$ cat src/rtl/uart_pkg.sv
// ============================================================================
// Module  : uart_pkg
// Brief   : Shared types and helpers for the configurable UART transmitter.
// Revision: 1.0 - initial release
// ============================================================================
`default_nettype none

package uart_pkg;

   typedef enum logic [2:0] {
      ST_IDLE   = 3'd0,
      ST_START  = 3'd1,
      ST_DATA   = 3'd2,
      ST_PARITY = 3'd3,
      ST_STOP   = 3'd4,
      ST_BREAK  = 3'd5
   } uart_tx_state_e;

   typedef enum logic [2:0] {
      PAR_NONE  = 3'd0,
      PAR_ODD   = 3'd1,
      PAR_EVEN  = 3'd2,
      PAR_MARK  = 3'd3,
      PAR_SPACE = 3'd4
   } uart_parity_e;

   typedef enum logic [1:0] {
      STOP_1     = 2'd0,
      STOP_1P5   = 2'd1,
      STOP_2     = 2'd2,
      STOP_2_ALT = 2'd3
   } uart_stop_e;

   typedef enum logic [1:0] {
      LEN_5 = 2'd0,
      LEN_6 = 2'd1,
      LEN_7 = 2'd2,
      LEN_8 = 2'd3
   } uart_len_e;

   localparam int c_MAX_CHAR_W = 8;

   function automatic logic [3:0] len_to_bits(input logic [1:0] len);
      return 4'd5 + {2'b00, len};
   endfunction

   // Encodings 5..7 are reserved and behave as "no parity".
   function automatic logic par_enabled(input logic [2:0] mode);
      return (mode == PAR_ODD) || (mode == PAR_EVEN) ||
             (mode == PAR_MARK) || (mode == PAR_SPACE);
   endfunction

   function automatic logic par_bit(input logic [c_MAX_CHAR_W-1:0] data,
                                    input logic [1:0] len,
                                    input logic [2:0] mode);
      logic [c_MAX_CHAR_W-1:0] mask;
      logic                    x;
      mask = 8'hFF >> (4'd8 - len_to_bits(len));
      x    = ^(data & mask);
      case (mode)
         PAR_ODD:  par_bit = ~x;
         PAR_EVEN: par_bit = x;
         PAR_MARK: par_bit = 1'b1;
         default:  par_bit = 1'b0;
      endcase
   endfunction

endpackage

`default_nettype wire

$ cat src/rtl/uart_tx_cfg_if.sv
// ============================================================================
// Module  : uart_tx_cfg_if
// Brief   : Character valid/ready handshake between TX FIFO and transmitter.
// Revision: 1.0 - initial release
// ============================================================================
`default_nettype none

interface uart_tx_cfg_if #(
   parameter int DATA_W = 8
);
   logic              s_valid;
   logic              s_ready;
   logic [DATA_W-1:0] s_data;

   modport master (output s_valid, output s_data, input s_ready);
   modport slave  (input s_valid, input s_data, output s_ready);
endinterface

`default_nettype wire

$ cat src/rtl/uart_bit_timer.sv
// ============================================================================
// Module  : uart_bit_timer
// Brief   : Tick-gated counter with programmable terminal count and done pulse.
// Revision: 1.0 - initial release
// ============================================================================
`default_nettype none

module uart_bit_timer #(
   parameter int CNT_W = 6
) (
   input  logic             clk,
   input  logic             a_resetn,
   input  logic             i_en,
   input  logic             i_tick,
   input  logic [CNT_W-1:0] i_tc,
   output logic             o_done
);

   logic [CNT_W-1:0] r_cnt;

   // Done fires on the tick that would bring the count to i_tc, so the
   // counter never has to hold the terminal value itself.
   assign o_done = i_en && i_tick && (r_cnt == i_tc - CNT_W'(1));

   always_ff @(posedge clk or negedge a_resetn) begin
      if (!a_resetn) begin
         r_cnt <= '0;
      end else if (!i_en) begin
         r_cnt <= '0;
      end else if (i_tick) begin
         r_cnt <= o_done ? '0 : r_cnt + CNT_W'(1);
      end
   end

endmodule

`default_nettype wire

$ cat src/rtl/uart_tx_cfg.sv
// ============================================================================
// Module  : uart_tx_cfg
// Brief   : Runtime-configurable UART transmitter with break generation.
// Revision: 1.0 - initial release
// ============================================================================
`default_nettype none

module uart_tx_cfg
   import uart_pkg::*;
#(
   parameter int OVS          = 16,
   parameter int DATA_W       = 8,
   parameter int BRK_MIN_BITS = 11
) (
   input  logic                clk,
   input  logic                a_resetn,
   input  logic                b_tick,
   uart_tx_cfg_if.slave        s_if,
   input  logic [1:0]          cfg_len,
   input  logic [2:0]          cfg_parity,
   input  logic [1:0]          cfg_stop,
   input  logic                break_req,
   output logic                tx,
   output logic                busy,
   output logic                tx_done
);

   localparam int c_TICK_W = $clog2(2*OVS) + 1;
   localparam int c_BRK_W  = $clog2(BRK_MIN_BITS*OVS + 1);

   localparam logic [c_TICK_W-1:0] c_TC_1   = c_TICK_W'(OVS);
   localparam logic [c_TICK_W-1:0] c_TC_1P5 = c_TICK_W'((3*OVS)/2);
   localparam logic [c_TICK_W-1:0] c_TC_2   = c_TICK_W'(2*OVS);
   localparam logic [c_BRK_W-1:0]  c_TC_BRK = c_BRK_W'(BRK_MIN_BITS*OVS);

   uart_tx_state_e      r_state;
   uart_tx_state_e      w_state_nxt;
   logic                r_tx;
   logic                w_tx_nxt;
   logic                r_tx_done;
   logic                w_tx_done_nxt;
   logic [DATA_W-1:0]   r_shift;
   logic [2:0]          r_bit_cnt;
   logic [2:0]          r_last;
   logic                r_par_en;
   logic                r_par;
   uart_stop_e          r_stop;
   logic                r_brk_met;
   logic                w_accept;
   logic                w_bit_en;
   logic                w_brk_en;
   logic                w_bit_done;
   logic                w_brk_done;
   logic [c_TICK_W-1:0] w_tc;

   assign s_if.s_ready = (r_state == ST_IDLE) && !break_req;
   assign w_accept     = s_if.s_valid && s_if.s_ready;
   assign w_bit_en     = (r_state == ST_START) || (r_state == ST_DATA) ||
                         (r_state == ST_PARITY) || (r_state == ST_STOP);
   assign w_brk_en     = (r_state == ST_BREAK);

   assign tx      = r_tx;
   assign busy    = (r_state != ST_IDLE);
   assign tx_done = r_tx_done;

   always_comb begin
      w_tc = c_TC_1;
      if (r_state == ST_STOP) begin
         case (r_stop)
            STOP_1:   w_tc = c_TC_1;
            STOP_1P5: w_tc = c_TC_1P5;
            default:  w_tc = c_TC_2;
         endcase
      end
   end

   uart_bit_timer #(.CNT_W(c_TICK_W)) u_bit_timer (
      .clk      (clk),
      .a_resetn (a_resetn),
      .i_en     (w_bit_en),
      .i_tick   (b_tick),
      .i_tc     (w_tc),
      .o_done   (w_bit_done)
   );

   uart_bit_timer #(.CNT_W(c_BRK_W)) u_brk_timer (
      .clk      (clk),
      .a_resetn (a_resetn),
      .i_en     (w_brk_en),
      .i_tick   (b_tick),
      .i_tc     (c_TC_BRK),
      .o_done   (w_brk_done)
   );

   // tx is registered, so the next line level is decided alongside the state.
   always_comb begin
      w_state_nxt   = r_state;
      w_tx_nxt      = r_tx;
      w_tx_done_nxt = 1'b0;
      case (r_state)
         ST_IDLE: begin
            if (break_req) begin
               w_state_nxt = ST_BREAK;
               w_tx_nxt    = 1'b0;
            end else if (s_if.s_valid) begin
               w_state_nxt = ST_START;
               w_tx_nxt    = 1'b0;
            end
         end
         ST_START: begin
            if (w_bit_done) begin
               w_state_nxt = ST_DATA;
               w_tx_nxt    = r_shift[0];
            end
         end
         ST_DATA: begin
            if (w_bit_done) begin
               if (r_bit_cnt != r_last) begin
                  w_tx_nxt = r_shift[1];
               end else if (r_par_en) begin
                  w_state_nxt = ST_PARITY;
                  w_tx_nxt    = r_par;
               end else begin
                  w_state_nxt = ST_STOP;
                  w_tx_nxt    = 1'b1;
               end
            end
         end
         ST_PARITY: begin
            if (w_bit_done) begin
               w_state_nxt = ST_STOP;
               w_tx_nxt    = 1'b1;
            end
         end
         ST_STOP: begin
            if (w_bit_done) begin
               w_state_nxt   = ST_IDLE;
               w_tx_nxt      = 1'b1;
               w_tx_done_nxt = 1'b1;
            end
         end
         ST_BREAK: begin
            if (!break_req && (r_brk_met || w_brk_done)) begin
               w_state_nxt = ST_IDLE;
               w_tx_nxt    = 1'b1;
            end
         end
         default: begin
            w_state_nxt = ST_IDLE;
            w_tx_nxt    = 1'b1;
         end
      endcase
   end

   always_ff @(posedge clk or negedge a_resetn) begin
      if (!a_resetn) begin
         r_state   <= ST_IDLE;
         r_tx      <= 1'b1;
         r_tx_done <= 1'b0;
      end else begin
         r_state   <= w_state_nxt;
         r_tx      <= w_tx_nxt;
         r_tx_done <= w_tx_done_nxt;
      end
   end

   // Character and framing are captured once so config changes cannot
   // disturb a frame already in flight.
   always_ff @(posedge clk or negedge a_resetn) begin
      if (!a_resetn) begin
         r_shift   <= '0;
         r_bit_cnt <= '0;
         r_last    <= '0;
         r_par_en  <= 1'b0;
         r_par     <= 1'b0;
         r_stop    <= STOP_1;
      end else if (w_accept) begin
         r_shift   <= s_if.s_data;
         r_bit_cnt <= '0;
         r_last    <= 3'(len_to_bits(cfg_len) - 4'd1);
         r_par_en  <= par_enabled(cfg_parity);
         r_par     <= par_bit(8'(s_if.s_data), cfg_len, cfg_parity);
         r_stop    <= uart_stop_e'(cfg_stop);
      end else if ((r_state == ST_DATA) && w_bit_done) begin
         r_shift   <= {1'b0, r_shift[DATA_W-1:1]};
         r_bit_cnt <= r_bit_cnt + 3'd1;
      end
   end

   always_ff @(posedge clk or negedge a_resetn) begin
      if (!a_resetn) begin
         r_brk_met <= 1'b0;
      end else if (!w_brk_en) begin
         r_brk_met <= 1'b0;
      end else if (w_brk_done) begin
         r_brk_met <= 1'b1;
      end
   end

endmodule

`default_nettype wire

$ cat src/flat_wrapper.sv
// flat-port wrapper written by rule: the top's interface ports become plain ports
module uart_tx_cfg_flat import uart_pkg::*;
#(
   parameter int OVS          = 16,
   parameter int DATA_W       = 8,
   parameter int BRK_MIN_BITS = 11
)
  (clk, a_resetn, b_tick, cfg_len, cfg_parity, cfg_stop, break_req, tx, busy, tx_done, s_if_s_valid, s_if_s_data, s_if_s_ready);
  uart_tx_cfg_if #(.DATA_W(DATA_W)) s_if_i ();
  input  logic clk;
  input  logic a_resetn;
  input  logic b_tick;
  input  logic [1:0] cfg_len;
  input  logic [2:0] cfg_parity;
  input  logic [1:0] cfg_stop;
  input  logic break_req;
  output logic tx;
  output logic busy;
  output logic tx_done;
  input wire logic [$bits(s_if_i.s_valid)-1:0] s_if_s_valid;
  input wire logic [$bits(s_if_i.s_data)-1:0] s_if_s_data;
  output wire logic [$bits(s_if_i.s_ready)-1:0] s_if_s_ready;
  assign s_if_i.s_valid = s_if_s_valid;
  assign s_if_i.s_data = s_if_s_data;
  assign s_if_s_ready = s_if_i.s_ready;
  uart_tx_cfg #(.OVS(OVS), .DATA_W(DATA_W), .BRK_MIN_BITS(BRK_MIN_BITS)) u_core (.clk(clk), .a_resetn(a_resetn), .b_tick(b_tick), .s_if(s_if_i), .cfg_len(cfg_len), .cfg_parity(cfg_parity), .cfg_stop(cfg_stop), .break_req(break_req), .tx(tx), .busy(busy), .tx_done(tx_done));
endmodule
$ cat config.mk
export PLATFORM = sky130hd
export DESIGN_NAME = uart_tx_cfg_flat
export DESIGN_NICKNAME = d
export VERILOG_FILES = /design/src/rtl/uart_pkg.sv /design/src/rtl/uart_tx_cfg_if.sv /design/src/rtl/uart_bit_timer.sv /design/src/rtl/uart_tx_cfg.sv /design/src/flat_wrapper.sv
export SDC_FILE = /design/constraint.sdc
export NUM_CORES = 1
export LEC_CHECK = 0
export ABC_CLOCK_PERIOD_IN_PS = 6900
export CELL_PAD_IN_SITES_DETAIL_PLACEMENT = 0
export CELL_PAD_IN_SITES_GLOBAL_PLACEMENT = 2
export CORE_UTILIZATION = 38
export DETAILED_ROUTE_END_ITERATION = 16
export GPL_ROUTABILITY_DRIVEN = 0
export GPL_TIMING_DRIVEN = 0
export PLACE_DENSITY_LB_ADDON = 0.1
export SLEW_MARGIN = 20
export SYNTH_ARGS = -nofsm -noshare
export SYNTH_HDL_FRONTEND = slang
export SYNTH_SLANG_ARGS = --single-unit
$ cat constraint.sdc
create_clock -name clk -period 6.9 [get_ports clk]
set_input_delay 2.07 -clock clk [delete_from_list [all_inputs] [get_ports clk]]
set_output_delay 2.07 -clock clk [all_outputs]
set_load 0.02 [all_outputs]
==> results.sh <==
export IMPL_start_util_pct=39.7
export IMPL_synth_adder_area_share_pct=4.58
export IMPL_ys_warn_count=0
export IMPL_cts_tree="yes"
export IMPL_core_mm2=0.00551
export IMPL_worstSetupStartpointType="input port"
export IMPL_remaining_drc_errors=0
export IMPL_cts_root_buf="clkbuf_8"
export IMPL_cts_buffer_depth=2
export IMPL_cts_resized=0
export IMPL_wl_um=4630
export IMPL_worst_clock_skew_ps=5.72
export IMPL_synth_area_leaders="dfrtp_1 42%, nand2_1 6.5%, o21ai_0 5.0%, ha_1 4.6%, xor2_1 4.4%"
export IMPL_final_core_util_pct=47.1
export IMPL_synth_compound_area_share_pct=15.7
export IMPL_setup_tns_ps=0
export IMPL_arrival_ps=3420
export IMPL_grt_usage_pct=17.7
export IMPL_synth_xor_area_share_pct=8.88
export IMPL_synth_seq_cells=38
export IMPL_register_area_um2=952
export IMPL_drt_wirelength_per_cell_um=13.8
export IMPL_synth_edf_count=0
export IMPL_syn_to_final_growth_pct=18.9
export IMPL_yosys_top_cells_count="38 x nand2_1, 37 x dfrtp_1, 22 x o21ai_0, 20 x nor2_1"
export IMPL_antenna_found_initial=0
export IMPL_yosysMostFrequentCell="nand2_1"
export IMPL_first_pass_iters=4
export IMPL_r2r_end="u_core.r_bit_cnt[0]$_DFFE_PN0P_"
export IMPL_leakagePower_uw=0.00113
export IMPL_synth_async_reset_ratio_pct=100
export IMPL_maxCapViolCount=0
export IMPL_maxSlewViolCount=0
export IMPL_syn_inst=233
export IMPL_power_uw=755
export IMPL_hold_class="flop to flop"
export IMPL_synthMuxAreaShare_pct=3.27
export IMPL_postRouteAntennaNets=0
export IMPL_io_buffers=23
export IMPL_netlist_area_mm2=0.00218
export IMPL_clkSinkCount=38
export IMPL_synth_top_family_by_area="simple AND/OR/NAND/NOR gates"
export IMPL_dieArea_mm2=0.00605
export IMPL_cp_data_required_time_ps=4830
export IMPL_dieWidth_um=77.8
export IMPL_power_density_mw_per_mm2=291
export IMPL_min_to="u_core.tx$_DFFE_PN1P_"
export IMPL_placed_cell_area_mm2=0.00252
export IMPL_hold_start="u_core.tx$_DFFE_PN1P_"
export IMPL_io_pins=24
export IMPL_worstMarginPinSlew_ps=627
export IMPL_setup_violations=0
export IMPL_rsz0062_at_grt="no"
export IMPL_cts_buffers=5
export IMPL_r2r_start="u_core.r_state[0]$_DFFE_PN0P_"
export IMPL_cts_htree_levels=2
export IMPL_fin_crit_ps=5490
export IMPL_grt_max_degree=29
export IMPL_dp_hpwl_um=3490
export IMPL_ys_types=47
export IMPL_synth_top_area_share_pct=42.4
export IMPL_multiInputGateArea_mm2=0.00113
export IMPL_maxSlewHeadroom_pct=58.2
export IMPL_synthSimpleGateAreaFrac_pct=19.4
export IMPL_fillers=567
export IMPL_vdd_drop_max_v=0.0000978
export IMPL_rows=27
export IMPL_fin_crit_sh_pct=79.5
export IMPL_postCtsSetupBuffers=0
export IMPL_whs_path_depth=2
export IMPL_syn_area_per_cell_um2=9.37
export IMPL_max_freq_mhz=182
export IMPL_grt_pass1_vias=1675
export IMPL_drive_gt1_share_pct=7.58
export IMPL_hold_viol=0
export IMPL_criticalPathCategory="input port to output pin"
export IMPL_synth_largest_area_cell="dfrtp_1"
export IMPL_final_nets=292
export IMPL_clkLatencyLatePin_ps=290
export IMPL_instances_no_fill=336
export IMPL_vias_per_cell=5.21
export IMPL_grt_pass1_wl_um=8270
export IMPL_worstPathMaxFanout=4
export IMPL_clk_pin_slew_ps=70
export IMPL_synth_ff_type="dfrtp_1"
export IMPL_num_vias=1751
export IMPL_ctsHoldBuffers=0
export IMPL_run_status="completed"
export IMPL_yosysSeqAreaShare_pct=43.6
export IMPL_place_inst=329
export IMPL_reg2reg_slack_ps=3930
export IMPL_antenna_cells=0
export IMPL_syn_nets=261
export IMPL_grt_ovfl_total=0
export IMPL_cp_end_kind="output pin"
export IMPL_fp_dieH_um=77.8
export IMPL_stdcell_area_mm2=0.00259
export IMPL_drtIter0Drc=104
export IMPL_ff2ff_path_depth=10
registers in the layout, indices dropped and copies added, names as in the netlist, 2 cells and up:
name,flops
u_core.r_shift,8
u_core.u_brk_timer.r_cnt,8
u_core.u_bit_timer.r_cnt,6
u_core.r_bit_cnt,3
u_core.r_last,3
u_core.r_state,3
u_core.r_stop,2
cells by family (layout without fill, tap and decap cells):
kind of cell / count (synthesis) / in the layout
buffers and inverters: 19 / 50
AOI/OAI and AO/OA: 51 / 51
and+or+nand+nor: 91 / 91
adders and majority gates: 8 / 8
muxes: 7 / 7
xor gates and xnor gates: 19 / 19
DFF: 38 / 38
cell type report:
type                            count  area share [%]
Timing Repair Buffer               24            9.45
Tap cell                           72            3.47
Inverter                           11            1.59
Sequential cell                    38            36.7
Clock buffer                        7            2.94
Multi-Input combinational cell    176            43.6
Buffer                              8            2.22
how the worst max path moves through the flow:
stage | startpoint | end | slack, ps | cells past startpoint
after floorplan | break_req | s_if_s_ready | 2420 | 1
after global placement | break_req | s_if_s_ready | 1420 | 3
after detailed placement | break_req | s_if_s_ready | 1400 | 3
after CTS | break_req | s_if_s_ready | 1390 | 3
after global routing | break_req | s_if_s_ready | 1320 | 3
final | break_req | s_if_s_ready | 1410 | 3
critical path, cell delays in order:
cell and delay, ps:
clkdlybuf4s50_1 470, nor2_1 230, clkdlybuf4s50_1 640
layout by cell type (no fill, tap or decap), types with 6 or more instances in the layout:
cell / instances
nand3_1: 9
inv_1: 11
xnor2_1: 6
nand2_1: 38
mux2i_1: 6
ha_1: 8
nor2_1: 20
dfrtp_1: 37
xor2_1: 11
clkbuf_8: 6
clkdlybuf4s50_1: 22
o21ai_0: 22
a22oi_1: 7
per-layer routing:
metal	routed length [µm]	share of wire, %	vias to the layer above	global-route usage (%)
li1	-	-	875	-
met1	2340	51	829	25.2
met2	2050	44	43	26.3
met3	195	4.2	4	4.47
met4	41	0.89	0	5.09
met5	0	0	-	0
where the power goes:
group	internal (µW)	leakage, µW	switching [µW]
Sequential	284	0.000497	35.6
Clock	69.6	0.0000383	74.4
Combinational	125	0.000591	167
stage by stage:
stage / setup slack, ps / hold WS, ps
floorplan: 2420 / 437
global placement: 1420 / 457
detailed placement: 1400 / 455
CTS: 1390 / 472
global route: 1320 / 497
finish: 1410 / 469
(Power assumes the default switching activity.)
